[src/rtl/ps2_scancode_decoder_if.sv]
// Handshake bundle between the PS/2 decoder, the host RX FIFO read port and
// the CPU event holding register.
interface ps2_scancode_decoder_if;
  logic [7:0] kbd_rdata_i;
  logic       kbd_rvalid_i;
  logic       kbd_rdeq_o;
  logic [7:0] evt_key_o;
  logic       evt_brk_o;
  logic       evt_valid_o;
  logic       evt_ack_i;

  modport master (
    input  kbd_rdata_i, kbd_rvalid_i, evt_ack_i,
    output kbd_rdeq_o, evt_key_o, evt_brk_o, evt_valid_o
  );

  modport slave (
    output kbd_rdata_i, kbd_rvalid_i, evt_ack_i,
    input  kbd_rdeq_o, evt_key_o, evt_brk_o, evt_valid_o
  );
endinterface

[src/rtl/ps2_scancode_decoder.sv]
// PS/2 Set-2 scan-code parser: drains the keyboard RX FIFO, folds E0/F0/E1
// prefixes into single key events and tracks the modifier bitmap.
module ps2_scancode_decoder (
  input  logic                          clk6x,
  input  logic                          resetn,
  ps2_scancode_decoder_if.master        bus,
  input  logic                          enable_i,
  input  logic                          flush_i,
  output logic [7:0]                    mods_o,
  output logic                          ovr_o
);

  typedef enum logic [2:0] {
    ST_IDLE,
    ST_E0,
    ST_F0,
    ST_E0F0,
    ST_PAUSE
  } state_t;

  state_t     state, state_nxt;
  logic [2:0] skip_cnt, skip_cnt_nxt;
  logic       cool;
  logic       take;
  logic       emit;
  logic [7:0] emit_key;
  logic       emit_brk;
  logic       ovr_set;
  logic [7:0] byte_in;
  logic [7:0] evt_key;
  logic       evt_brk;
  logic       evt_valid;
  logic [7:0] mods;
  logic       ovr;
  logic       ext_state;

  function automatic logic [7:0] mod_mask(input logic [7:0] key);
    case (key)
      8'h14:   return 8'h01;
      8'h12:   return 8'h02;
      8'h11:   return 8'h04;
      8'h9F:   return 8'h08;
      8'h94:   return 8'h10;
      8'h59:   return 8'h20;
      8'h91:   return 8'h40;
      8'hA7:   return 8'h80;
      default: return 8'h00;
    endcase
  endfunction

  function automatic logic is_key_byte(input logic [7:0] b);
    return ((b >= 8'h01) && (b <= 8'h7F)) || (b == 8'h83);
  endfunction

  assign byte_in   = bus.kbd_rdata_i;
  assign ext_state = (state == ST_E0) || (state == ST_E0F0);

  // A byte is taken only when the holding register is free or being freed now.
  assign take = bus.kbd_rvalid_i & enable_i & ~cool & ~flush_i &
                (~evt_valid | bus.evt_ack_i);

  always_ff @(posedge clk6x) begin
    if (!resetn || flush_i) begin
      state    <= ST_IDLE;
      skip_cnt <= 3'd0;
    end else begin
      state    <= state_nxt;
      skip_cnt <= skip_cnt_nxt;
    end
  end

  always_comb begin
    state_nxt    = state;
    skip_cnt_nxt = skip_cnt;
    emit         = 1'b0;
    emit_key     = 8'h00;
    emit_brk     = 1'b0;
    ovr_set      = 1'b0;
    if (take) begin
      if (state == ST_PAUSE) begin
        skip_cnt_nxt = skip_cnt - 3'd1;
        if (skip_cnt == 3'd1) begin
          emit      = 1'b1;
          emit_key  = 8'hFF;
          state_nxt = ST_IDLE;
        end
      end else if (is_key_byte(byte_in)) begin
        state_nxt = ST_IDLE;
        // E0 12 / E0 59 are the keyboard's fake shifts around extended keys.
        if (!(ext_state && ((byte_in == 8'h12) || (byte_in == 8'h59)))) begin
          emit     = 1'b1;
          emit_key = {ext_state, (byte_in == 8'h83) ? 7'h02 : byte_in[6:0]};
          emit_brk = (state == ST_F0) || (state == ST_E0F0);
        end
      end else if ((byte_in == 8'hE0) && ((state == ST_IDLE) || (state == ST_E0))) begin
        state_nxt = ST_E0;
      end else if ((byte_in == 8'hF0) && (state == ST_IDLE)) begin
        state_nxt = ST_F0;
      end else if ((byte_in == 8'hF0) && (state == ST_E0)) begin
        state_nxt = ST_E0F0;
      end else if ((byte_in == 8'hE1) && (state == ST_IDLE)) begin
        state_nxt    = ST_PAUSE;
        skip_cnt_nxt = 3'd7;
      end else begin
        state_nxt = ST_IDLE;
        ovr_set   = (byte_in == 8'h00) || (byte_in == 8'hFF);
      end
    end
  end

  always_ff @(posedge clk6x) begin
    if (!resetn || flush_i) begin
      evt_valid <= 1'b0;
      mods      <= 8'h00;
      ovr       <= 1'b0;
      cool      <= 1'b0;
    end else begin
      cool <= take;
      if (emit) begin
        evt_valid <= 1'b1;
        mods      <= emit_brk ? (mods & ~mod_mask(emit_key)) : (mods | mod_mask(emit_key));
      end else if (bus.evt_ack_i) begin
        evt_valid <= 1'b0;
      end
      if (ovr_set) begin
        ovr <= 1'b1;
      end
    end
  end

  always_ff @(posedge clk6x) begin
    if (!resetn) begin
      evt_key <= 8'h00;
      evt_brk <= 1'b0;
    end else if (emit) begin
      evt_key <= emit_key;
      evt_brk <= emit_brk;
    end
  end

  assign bus.kbd_rdeq_o  = take;
  assign bus.evt_key_o   = evt_key;
  assign bus.evt_brk_o   = evt_brk;
  assign bus.evt_valid_o = evt_valid;
  assign mods_o          = mods;
  assign ovr_o           = ovr;

endmodule
[src/flat_wrapper.sv]
// flat-port wrapper written by rule: the top's interface ports become plain ports
module ps2_scancode_decoder_flat 
  (clk6x, resetn, enable_i, flush_i, mods_o, ovr_o, bus_kbd_rdata_i, bus_kbd_rvalid_i, bus_evt_ack_i, bus_kbd_rdeq_o, bus_evt_key_o, bus_evt_brk_o, bus_evt_valid_o);
  ps2_scancode_decoder_if bus_i ();
  input  logic clk6x;
  input  logic resetn;
  input  logic enable_i;
  input  logic flush_i;
  output logic [7:0] mods_o;
  output logic ovr_o;
  input wire logic [$bits(bus_i.kbd_rdata_i)-1:0] bus_kbd_rdata_i;
  input wire logic [$bits(bus_i.kbd_rvalid_i)-1:0] bus_kbd_rvalid_i;
  input wire logic [$bits(bus_i.evt_ack_i)-1:0] bus_evt_ack_i;
  output wire logic [$bits(bus_i.kbd_rdeq_o)-1:0] bus_kbd_rdeq_o;
  output wire logic [$bits(bus_i.evt_key_o)-1:0] bus_evt_key_o;
  output wire logic [$bits(bus_i.evt_brk_o)-1:0] bus_evt_brk_o;
  output wire logic [$bits(bus_i.evt_valid_o)-1:0] bus_evt_valid_o;
  assign bus_i.kbd_rdata_i = bus_kbd_rdata_i;
  assign bus_i.kbd_rvalid_i = bus_kbd_rvalid_i;
  assign bus_i.evt_ack_i = bus_evt_ack_i;
  assign bus_kbd_rdeq_o = bus_i.kbd_rdeq_o;
  assign bus_evt_key_o = bus_i.evt_key_o;
  assign bus_evt_brk_o = bus_i.evt_brk_o;
  assign bus_evt_valid_o = bus_i.evt_valid_o;
  ps2_scancode_decoder u_core (.clk6x(clk6x), .resetn(resetn), .bus(bus_i), .enable_i(enable_i), .flush_i(flush_i), .mods_o(mods_o), .ovr_o(ovr_o));
endmodule
[config.mk]
export PLATFORM = sky130hd
export DESIGN_NAME = ps2_scancode_decoder_flat
export DESIGN_NICKNAME = d
export VERILOG_FILES = /design/src/rtl/ps2_scancode_decoder_if.sv /design/src/rtl/ps2_scancode_decoder.sv /design/src/flat_wrapper.sv
export SDC_FILE = /design/constraint.sdc
export NUM_CORES = 1
export LEC_CHECK = 0
export BUFFER_PORTS_ARGS = -buffer_cell sky130_fd_sc_hd__buf_2
export CAP_MARGIN = 0
export CORE_MARGIN = 5
export CORE_UTILIZATION = 50
export CTS_CLUSTER_SIZE = 30
export DETAILED_ROUTE_END_ITERATION = 12
export GPL_TIMING_DRIVEN = 0
export HOLD_SLACK_MARGIN = 0.03
export MAX_ROUTING_LAYER = met4
export PLACE_DENSITY = 0.82
export SYNTH_ARGS = -nofsm -noshare
export SYNTH_HDL_FRONTEND = slang
export SYNTH_SLANG_ARGS = --single-unit
[constraint.sdc]
create_clock -name clk6x -period 4.1 [get_ports clk6x]
set_clock_uncertainty 0.05 [all_clocks]
set_input_delay 0.41 -clock clk6x [delete_from_list [all_inputs] [get_ports clk6x]]
set_output_delay 0.41 -clock clk6x [all_outputs]
set_load 0.03 [all_outputs]
* Yosys cells after proc, flatten, opt, wreduce, memory -nomap -nowiden
Index checks and enable logic that the tools add are counted.
** Storage, ports and cells
- Register bits :: 26
- Input bits :: 14
- Logic and storage cells :: 108
** Cells by class
- $add $sub $neg :: 1
- Magnitude comparators :: 2
- Equality and inequality tests :: 25
- Multiplexer cells :: 41
- Bitwise gates (word level) :: 11
- Reductions and logical operators :: 20
** Operators with widths (count)
- $eq 8x8->1 const B :: 9
- $mux 8 :: 8
- $pmux 8 s8 :: 1
- $mux 3 :: 13
- $eq 8x5->1 const B :: 4
- $mux 1 :: 18
- $eq 8x7->1 const B :: 2
- $and 8x8->8 :: 1
- $ge 8x1->1 const B :: 1
- $le 8x7->1 const B :: 1
- $logic_not 8->1 :: 1
- $ne 2x1->1 const B :: 4
- $not 8->8 :: 1
- $or 8x8->8 :: 1
- $logic_or 1x1->1 :: 7
- $mux 7 :: 1
- $eq 3x1->1 const B :: 2
- $eq 3x2->1 const B :: 2
- $logic_and 1x1->1 :: 6
- $reduce_and 6->1 :: 1
- $and 1x1->1 :: 4
- $reduce_bool 2->1 :: 2
- $eq 3x3->1 const B :: 1
- $logic_not 3->1 :: 1
- other kinds (6) :: 8

* Depth between registers and ports, before layout
Gate-level depths: netlist of run 1.
- Depth in word-level cells :: 14
- Depth in mapped cells :: 8
- Mapped depth without buffers :: 7

* Worst setup path before layout of run 1
No wires, ideal clock.
- Path kind :: reg2reg
- From :: register u_core.evt_valid (netlist: u_core.bus.evt_valid_o)
- To :: register (tool-made name)
- Library setup time :: 0.072 ns
- Data arrival time :: 1.940 ns
- Data required time :: 3.978 ns
- Path slack :: 2.038 ns
- Cell stages (with the launch flop) :: 8
- Path through :: dfxtp_1 nand2b_1 nand4_1 inv_2 o21ai_2 or3_1 nor3b_2 mux2i_1
** RTL lines
- start, declared :: line ps2_scancode_decoder.sv:32 : logic evt_valid;
- start signal, assigned :: line ps2_scancode_decoder.sv:113 : evt_valid <= 1'b0;
- start signal, assigned :: line ps2_scancode_decoder.sv:120 : evt_valid <= 1'b1;
- start signal, assigned :: line ps2_scancode_decoder.sv:123 : evt_valid <= 1'b0;

==> results of run 1 <==
[routing by layer]
metal | global-route usage | share of wire | up-vias
met5 | - | 0 | -
met4 | 0.0544 | 0.0099 | 0
met3 | 0.0222 | 0.072 | 5
met2 | 0.303 | 0.45 | 59
met1 | 0.237 | 0.46 | 661
li1 | - | - | 740
[cell type report]
cell class	count	area, um2	area share
plain buffers	9	62.6	0.0350
clock buffers	3	22.5	0.0126
flip-flops and latches	26	520	0.291
repair buffers	31	155	0.0867
clock inverters	1	30.0	0.0168
inverters	8	30.0	0.0168
multi-input cells	138	927	0.518
well taps	33	41.3	0.0231
[per-stage QoR]
stage	setup slack [ps]	utilization	area [um2]	hold WS (ps)	cells
finish	1930	0.596	1790	314	249
CTS	1950	0.596	1790	324	249
detailed placement	1750	0.578	1740	398	245
global route	1800	0.596	1790	325	249
floorplan	2040	-	1540	426	181
global placement	1760	0.578	1740	397	245
[placed cells by master (no fill, tap or decap), types with 2 or more instances in the layout]
cell / n
clkbuf_1: 3
a311oi_1: 3
a21o_1: 2
nor2b_1: 2
and3_1: 2
nand4_1: 6
mux2i_1: 11
ha_1: 2
dfxtp_1: 26
buf_2: 34
o22ai_1: 3
o211ai_1: 3
nor4_1: 2
nor2_1: 15
clkbuf_4: 3
nand2b_1: 4
nor4b_1: 3
nor3b_1: 2
buf_6: 2
nand3_1: 4
nor3_1: 4
nor3b_2: 2
nand2_1: 25
o21ai_0: 7
inv_1: 7
a21oi_1: 12
or3_4: 2
[power breakdown]
part	total, W	switching (W)	internal (W)
Clock	0.000174	0.0000752	0.0000989
Sequential	0.000256	0.000000864	0.000255
Combinational	0.0000652	0.0000429	0.0000223
Total	0.000495	0.000119	0.000376
[critical path, stage by stage (launching register included)]
cell and delay [ps]:
dfxtp_1 330, nand2b_1 80, nand4_1 300, inv_2 280
o21ai_2 190, nor3_1 500, nand3_1 170, mux2i_1 160
[how the worst min path moves through the flow]
stage | from | end | slack (ps)
floorplan | u_core.skip_cnt[0] | u_core.skip_cnt[0] | 430
global placement | flop | flop | 400
detailed placement | flop | flop | 400
CTS | bus_evt_ack_i | u_core.bus.evt_valid_o | 320
global route | bus_evt_ack_i | u_core.bus.evt_valid_o | 320
finish | bus_evt_ack_i | u_core.bus.evt_valid_o | 310
[logic make-up after synthesis]
kind of cell / count (synthesis) / share of synthesized area
buf+inv: 17 / 0.0601
mux: 11 / 0.0715
xor+xnor: 1 / 0.00569
simple gates: 84 / 0.330
fa+ha+maj: 2 / 0.0162
compound gates: 40 / 0.179
flops: 26 / 0.338
==> flow_summary_export.csv, run 1 <==
group,metric,value,unit
logic_synthesis,synthFlopType,"dfxtp_1",
place,gp_congestion,0.902,
detailed_routing,drc,0,
sta,finalSetupTns,0,ps
detailed_routing,num_vias,1465,
clock_network,cts_buffers,3,
finish,drive_above_1_share,0.273,
clock_network,cts_max_path_buffers,2,
detailed_routing,via_per_inst,5.88,
flow_run,max-cap-violations,0,
sta,slew_headroom,0.630,
floorplanning,fp.dieArea,4290,um2
grt,overflow,0,
floorplanning,initial_utilization,0.513,
setup_path,critPathKind,"reg2reg",
clock_network,htreeDepth,1,
clock_network,cts_tree,"yes",
detailed_routing,wire_per_inst,14.6,um
logic_synthesis,syn_area,1540,um2
logic_synthesis,synth.distinct_cells,50,
setup_path,reg2reg_from,"u_core.bus.evt_valid_o",
clock_network,root_buffer,"clkbuf_4",
place,dp_hpwl,2740,um
floorplanning,coreArea,3000,um2
sta,grt_setup_unrepaired,"no",
finish,antenna_cells,0,
clock_network,clk_latency,320,ps
detailed_routing,wirelength,3640,um
sta,hold_viol_final,0,
grt,grt_usage,0.184,
setup_path,ff2ff_path_depth,7,
run_status,outcome,"finished, final reports clean",
sta,slew_violations,0,
min_path,hold_depth,3,
clock_network,clock-sinks,26,
logic_synthesis,yosysWarnings,0,
setup_path,cp.arrival,2340,ps
clock_network,clkTransAtPathRegs,140,ps
finish,syn_to_final_growth,16.2,%
logic_synthesis,synth_seq_cells,26,
logic_synthesis,synth_common_cells,"dfxtp_1, nand2_1, nor2_1",
logic_synthesis,synth_most_common_cell,"dfxtp_1",
setup_path,cp.required,4270,ps
min_path,hold_path_class,"in2reg",
logic_synthesis,synth_fp_nets,197,
detailed_routing,drt_pre_antenna_iters,4,
sta,max_freq,0.461,GHz
logic_synthesis,async_flop_share,0,
floorplanning,chipWidth,65.5,um
grt,antenna_found_initial,0,
grt,grt_pass1_wl,6120,um
floorplanning,pin_count,34,
setup_path,startpoint,"u_core.bus.evt_valid_o",
logic_synthesis,synth_top_area_cell,"dfxtp_1",
clock_network,cts-resized-gates,0,
logic_synthesis,yosysSeqAreaShare,0.338,
setup_path,startpoint_type,"flop",
grt,grt_pass1_vias,1404,
logic_synthesis,yosys.area.top_type_share,0.338,
floorplanning,die_y,65.5,um
sta,finalCritPeriodShare,0.529,
clock_network,post_cts_buffers,0,
clock_network,cts_hold_buf,0,
setup_path,worst_setup_path_end_kind,"flop",
pwr,power_density,277,nW/um2
place,port_buffers,31,
grt,grt_max_degree,16,
sta,post-route-min-period,2170,ps
logic_synthesis,syn_avg_cell_area,8.51,um2
floorplanning,num_rows,20,
detailed_routing,dr.first_iter.drc_count,81,
logic_synthesis,synthCells,181,
pwr,power,0.000495,W
finish,fillers,299,
setup_path,r2r_setup_slack,1930,ps
setup_path,path_max_fanout,10,
finish,nets,233,
detailed_routing,antenna_left,0,
logic_synthesis,synth_edf_count,0,
logic_synthesis,ys_top_cells_by_area,"dfxtp_1, mux2i_1, nand2_1, a21oi_1, nor2_1",
sta,worstMarginPinSlew,555,ps
pwr,ir_worst_vdd,119,uV
pwr,p_leak,0.744,nW
sta,setup_viol,0,
Note: power is estimated with default switching activity, not from simulation.
==> run 2, diff against run 1 <==
CORE_UTILIZATION = 48   (was 50)
PLACE_DENSITY = 0.83   (was 0.82)
clock period = 1.9 ns   (was 4.1 ns; I/O delays follow)
==> run 2 against run 1 <==
Compared with the run above: the flow now finishes with violations (setup timing); worst hold slack got worse by 240 ps; register-to-register slack got worse by 1900 ps; cell count rose by 7.2%; combinational power rose by 140%; non-clock buffer count rose by 7; total power rose by 120%; critical path type unchanged; largest cell class unchanged.
==> flow_summary_export.csv, run 2 (same netlist as run 1, synthesis figures left out) <==
group,metric,value,unit
run_status,outcome,"finished, violations left",
run_status,violations,"setup timing",
setup_path,slowest_stage,"or4_4",
sta,finalCritPeriodShare,1.00,
finish,syn_to_final_growth,27.1,%
finish,nets,240,
floorplanning,die_y,66.6,um
setup_path,worst_setup_path_end_kind,"flop",
sta,setup_viol,1,
clock_network,cts_buffers,3,
sta,worstMarginPinSlew,652,ps
pwr,p_leak,0.804,nW
sta,hold_slack,71.9,ps
place,port_buffers,31,
detailed_routing,dr.first_iter.drc_count,92,
pwr,power_density,561,nW/um2
floorplanning,chipWidth,66.6,um
setup_path,cp.required,2070,ps
sta,slew_headroom,0.565,
finish,layout_common_cells,"buf_2, nand2_1, dfxtp_1",
sta,hold_viol_final,0,
detailed_routing,drt_pre_antenna_iters,4,
sta,slew_violations,0,
grt,antenna_found_initial,0,
place,gp_congestion,0.950,
floorplanning,fp.dieArea,4440,um2
setup_path,slowest_delay,420,ps
detailed_routing,via_per_inst,5.84,
place,dp_hpwl,2880,um
clock_network,clk_latency,340,ps
clock_network,htreeDepth,1,
detailed_routing,wire_per_inst,15.1,um
place,dpl.cell_count,256,
setup_path,ff2ff_path_depth,6,
grt,grt_pass1_vias,1368,
setup_path,cp.arrival,2070,ps
clock_network,root_buffer,"clkbuf_4",
grt,grt_max_degree,16,
finish,fillers,263,
sta,finalSetupTns,-1.21,ps
place,place_ws,-172,ps
setup_path,path_max_fanout,3,
clock_network,clock-sinks,26,
setup_path,startpoint,"u_core.state[2]",
grt,overflow,0,
clock_network,cts_max_path_buffers,2,
setup_path,reg2reg_from,"u_core.state[2]",
clock_network,cts_tree,"yes",
finish,fin_cells,267,
setup_path,startpoint_type,"flop",
detailed_routing,drc,0,
grt,grt_pass1_wl,6390,um
setup_path,cp-endpoint,"u_core.skip_cnt[2]",
setup_path,worstPathCellList,"or4_4 > or3_4 > o221a_4 > nand2_2 > xor2_1 > a21oi_1",
floorplanning,num_rows,20,
setup_path,r2r_end,"u_core.skip_cnt[2]",
detailed_routing,wirelength,4050,um
setup_path,r2r_setup_slack,-1,ps
floorplanning,pin_count,34,
detailed_routing,num_vias,1558,
floorplanning,coreArea,3080,um2
clock_network,clkTransAtPathRegs,150,ps
sta,worst_slack,-1.21,ps
sta,max_freq,0.526,GHz
setup_path,critPathKind,"reg2reg",
min_path,hold_path_class,"in2reg",
sta,post-route-min-period,1900,ps
pwr,ir_worst_vdd,294,uV
floorplanning,initial_utilization,0.500,
finish,multiInputGateArea,1000,um2
detailed_routing,antenna_left,0,
finish,regArea,527,um2
flow_run,max-cap-violations,0,
finish,antenna_cells,0,
finish,drive_above_1_share,0.359,
grt,grt_usage,0.192,
finish,layout_commonest_cell,"buf_2",
sta,grt_setup_unrepaired,"yes",
==> run 2: layout make-up <==
type	count	area share
multi-input cells	138	0.511
flip-flops and latches	26	0.269
repair buffers	38	0.114
plain buffers	9	0.0339
well taps	44	0.0281
inverters	8	0.0166
clock inverters	1	0.0153
clock buffers	3	0.0115
==> run 2: repair_timing <==
item                                   CTS  global route
pin swaps                               10            10
setup endpoints to repair               11            12
setup buffers                            4             3
endpoints found under the hold margin    0             0
hold buffers                             0             0
gates resized for setup                  8            10
gates cloned                             0             0
==> run 2: through the flow <==
stage	util	power (W)	instance area, um2
global route	0.636	0.00114	1960
floorplan	-	0.000658	1560
detailed placement	0.575	0.000705	1770
CTS	0.616	0.00109	1900
finish	0.636	0.00110	1960
global placement	0.575	0.000704	1770
==> run 2: layer usage <==
metal / vias to the layer above / GRT usage / share of wire
met5: - / - / 0
met4: 0 / 0.0660 / 0.022
met3: 9 / 0.0371 / 0.077
met2: 70 / 0.306 / 0.47
met1: 726 / 0.243 / 0.43
li1: 753 / - / -
==> run 2: worst min-delay path by stage <==
| stage | startpoint | to | slack (ps) | cells past startpoint |
|---|---|---|---|---|
| after floorplan | resetn | u_core.bus.evt_key_o[1] | 300 | 2 |
| after global placement | flop | flop | 400 | 2 |
| after detailed placement | flop | flop | 400 | 2 |
| after CTS | bus_evt_ack_i | u_core.bus.evt_valid_o | 80 | 3 |
| after global routing | bus_evt_ack_i | u_core.bus.evt_valid_o | 80 | 3 |
| final | bus_evt_ack_i | u_core.bus.evt_valid_o | 70 | 3 |
==> run 2: worst max-delay path, delay by kind of cell (launching register included) <==
kind	cells	cell delay, ps
xor gates and xnor gates	1	150
and+or+nand+nor	3	840
DFF	1	380
AOI/OAI and AO/OA	2	350
==> run 2: report_power, final <==
part / total, W / switching (W) / internal (W) / leakage (nW)
registers: 0.000551 / 0.00000195 / 0.000549 / 0.212
clock network: 0.000393 / 0.000179 / 0.000214 / 0.0279
logic: 0.000154 / 0.0000996 / 0.0000545 / 0.565
total: 0.00110 / 0.000281 / 0.000817 / 0.804
==> run 3, diff against run 2 <==
CORE_ASPECT_RATIO = 0.9   (was unset)
CORE_MARGIN = 2   (was 5)
==> run 3 against run 2 <==
Compared with the run above: the flow still finishes with violations (setup timing); total power down 0.57%; global-route usage up 3.6 points; sequential share of layout area up 0.29 points; register-to-register slack worse by 40 ps; setup slack worse by 44 ps; wire length down 0.72%; combinational power about the same; cell count down 1.1%; largest power group unchanged.
==> flow_summary_export.csv, run 3 (same netlist as run 1, synthesis figures left out) <==
group,metric,value,unit
run_status,outcome,"finished, violations left",
run_status,violations,"setup timing",
floorplanning,die_y,57.7,um
grt,grt_usage,0.228,
grt,grt_pass1_vias,1440,
detailed_routing,wirelength,4020,um
finish,antenna_cells,0,
grt,grt_pass1_wl,6550,um
clock_network,cts_max_path_buffers,2,
grt,overflow,0,
finish,syn_to_final_growth,26.1,%
pwr,p_comb_frac,0.144,
detailed_routing,drt_pre_antenna_iters,4,
setup_path,cp.arrival,2160,ps
floorplanning,fp.dieArea,3680,um2
sta,hold_slack,89.3,ps
detailed_routing,via_per_inst,5.75,
floorplanning,pin_count,34,
place,dpl.cell_count,254,
setup_path,startpoint_type,"flop",
sta,finalSetupTns,-112,ps
sta,finalCritPeriodShare,1.02,
finish,post-route-util,0.633,
finish,layout_commonest_cell,"buf_2",
sta,worst_slack,-44.9,ps
sta,post-route-min-period,1940,ps
floorplanning,initial_utilization,0.502,
setup_path,path_max_fanout,4,
detailed_routing,drc,0,
floorplanning,num_rows,19,
finish,drive_above_1_share,0.360,
detailed_routing,antenna_left,0,
place,port_buffers,31,
detailed_routing,num_vias,1518,
finish,fin_cells,264,
sta,slew_headroom,0.658,
clock_network,cts_buffers,3,
sta,worstMarginPinSlew,513,ps
clock_network,htreeDepth,1,
sta,grt_setup_unrepaired,"yes",
finish,layout_common_cells,"buf_2, nand2_1, dfxtp_1",
min_path,hold_path_class,"in2reg",
sta,setup_viol,4,
grt,antenna_found_initial,0,
setup_path,critPathKind,"reg2reg",
clock_network,clkTransAtPathRegs,140,ps
pwr,ir_worst_vdd,444,uV
clock_network,clock-sinks,26,
flow_run,max-cap-violations,0,
pwr,p_clk_frac,0.351,
pwr,p_switching,0.000275,W
sta,hold_viol_final,0,
pwr,p_leak,0.799,nW
sta,max_freq,0.514,GHz
clock_network,cts_tree,"yes",
sta,slew_violations,0,
grt,grt_max_degree,16,
place,dp_hpwl,2780,um
finish,fillers,269,
clock_network,clk_latency,320,ps
floorplanning,coreArea,3070,um2
pwr,power.internal,0.000816,W
floorplanning,chipWidth,63.7,um
setup_path,cp.required,2110,ps
detailed_routing,wire_per_inst,15.2,um
pwr,seqPwrFrac,0.505,
clock_network,root_buffer,"clkbuf_4",
detailed_routing,dr.first_iter.drc_count,84,
setup_path,worst_setup_path_end_kind,"flop",
place,gp_congestion,0.960,
pwr,power_density,562,nW/um2
finish,nets,239,
pwr,switching_share,0.252,
run 3: layer usage:
layer | global-route usage | wire (um) | vias up
li1 | - | - | 747
met2 | 0.376 | 1920 | 67
met1 | 0.299 | 1750 | 696
met4 | 0.0528 | 60 | 0
met3 | 0.0350 | 292 | 8
met5 | - | 0 | -
run 3: path summary, 6_finish.rpt:
check | to | slack [ps] | depth (start not counted) | from
setup / recovery | flop | -40 | 6 | u_core.state[2]
hold / removal | u_core.bus.evt_valid_o | 90 | 3 | bus_evt_ack_i
setup reg to reg | flop | -40 | 6 | u_core.state[2]
hold reg to reg | flop | 420 | 2 | flop
run 3: stage by stage:
stage	setup slack [ps]	total power (W)	instance area, um2
detailed placement	-139	0.000705	1770
CTS	-48.3	0.00109	1880
floorplan	-4.05	0.000658	1560
global placement	-169	0.000703	1770
finish	-44.9	0.00109	1940
global route	-130	0.00114	1940
run 3: cell type report:
class	count	area [um2]	area share
multi-input combinational	138	1010	0.520
sequential	26	528	0.272
timing repair buffer	37	200	0.103
buffer	9	66.3	0.0341
tap	42	52.6	0.0271
inverter	8	32.5	0.0168
clock inverter	1	30.0	0.0155
clock buffer	3	22.5	0.0116
run 3: power groups by stage:
stage	sequential (W)	clock [W]	combinational (W)
finish	0.000551	0.000383	0.000157
global route	0.000552	0.000416	0.000168
CTS	0.000551	0.000394	0.000145
detailed placement	0.000564	0	0.000141
global placement	0.000564	0	0.000139
floorplan	0.000573	0	0.0000859
run 3: critical path, cell delays in order (launching register included):
cell,delay (ps)
dfxtp_4,390
nor3b_4,160
nor4b_2,290
o211ai_1,200
or3_4,380
nor3b_2,210
mux2i_1,210
run 3: repair_timing:
| action | in CTS | in global routing |
|---|---|---|
| cloned | 0 | 0 |
| buffers inserted | 4 | 2 |
| gates resized for setup | 8 | 10 |
| pin swaps | 7 | 3 |
| hold buffers | 0 | 0 |
| setup endpoints to repair | 14 | 11 |
| hold endpoints to repair | 0 | 0 |
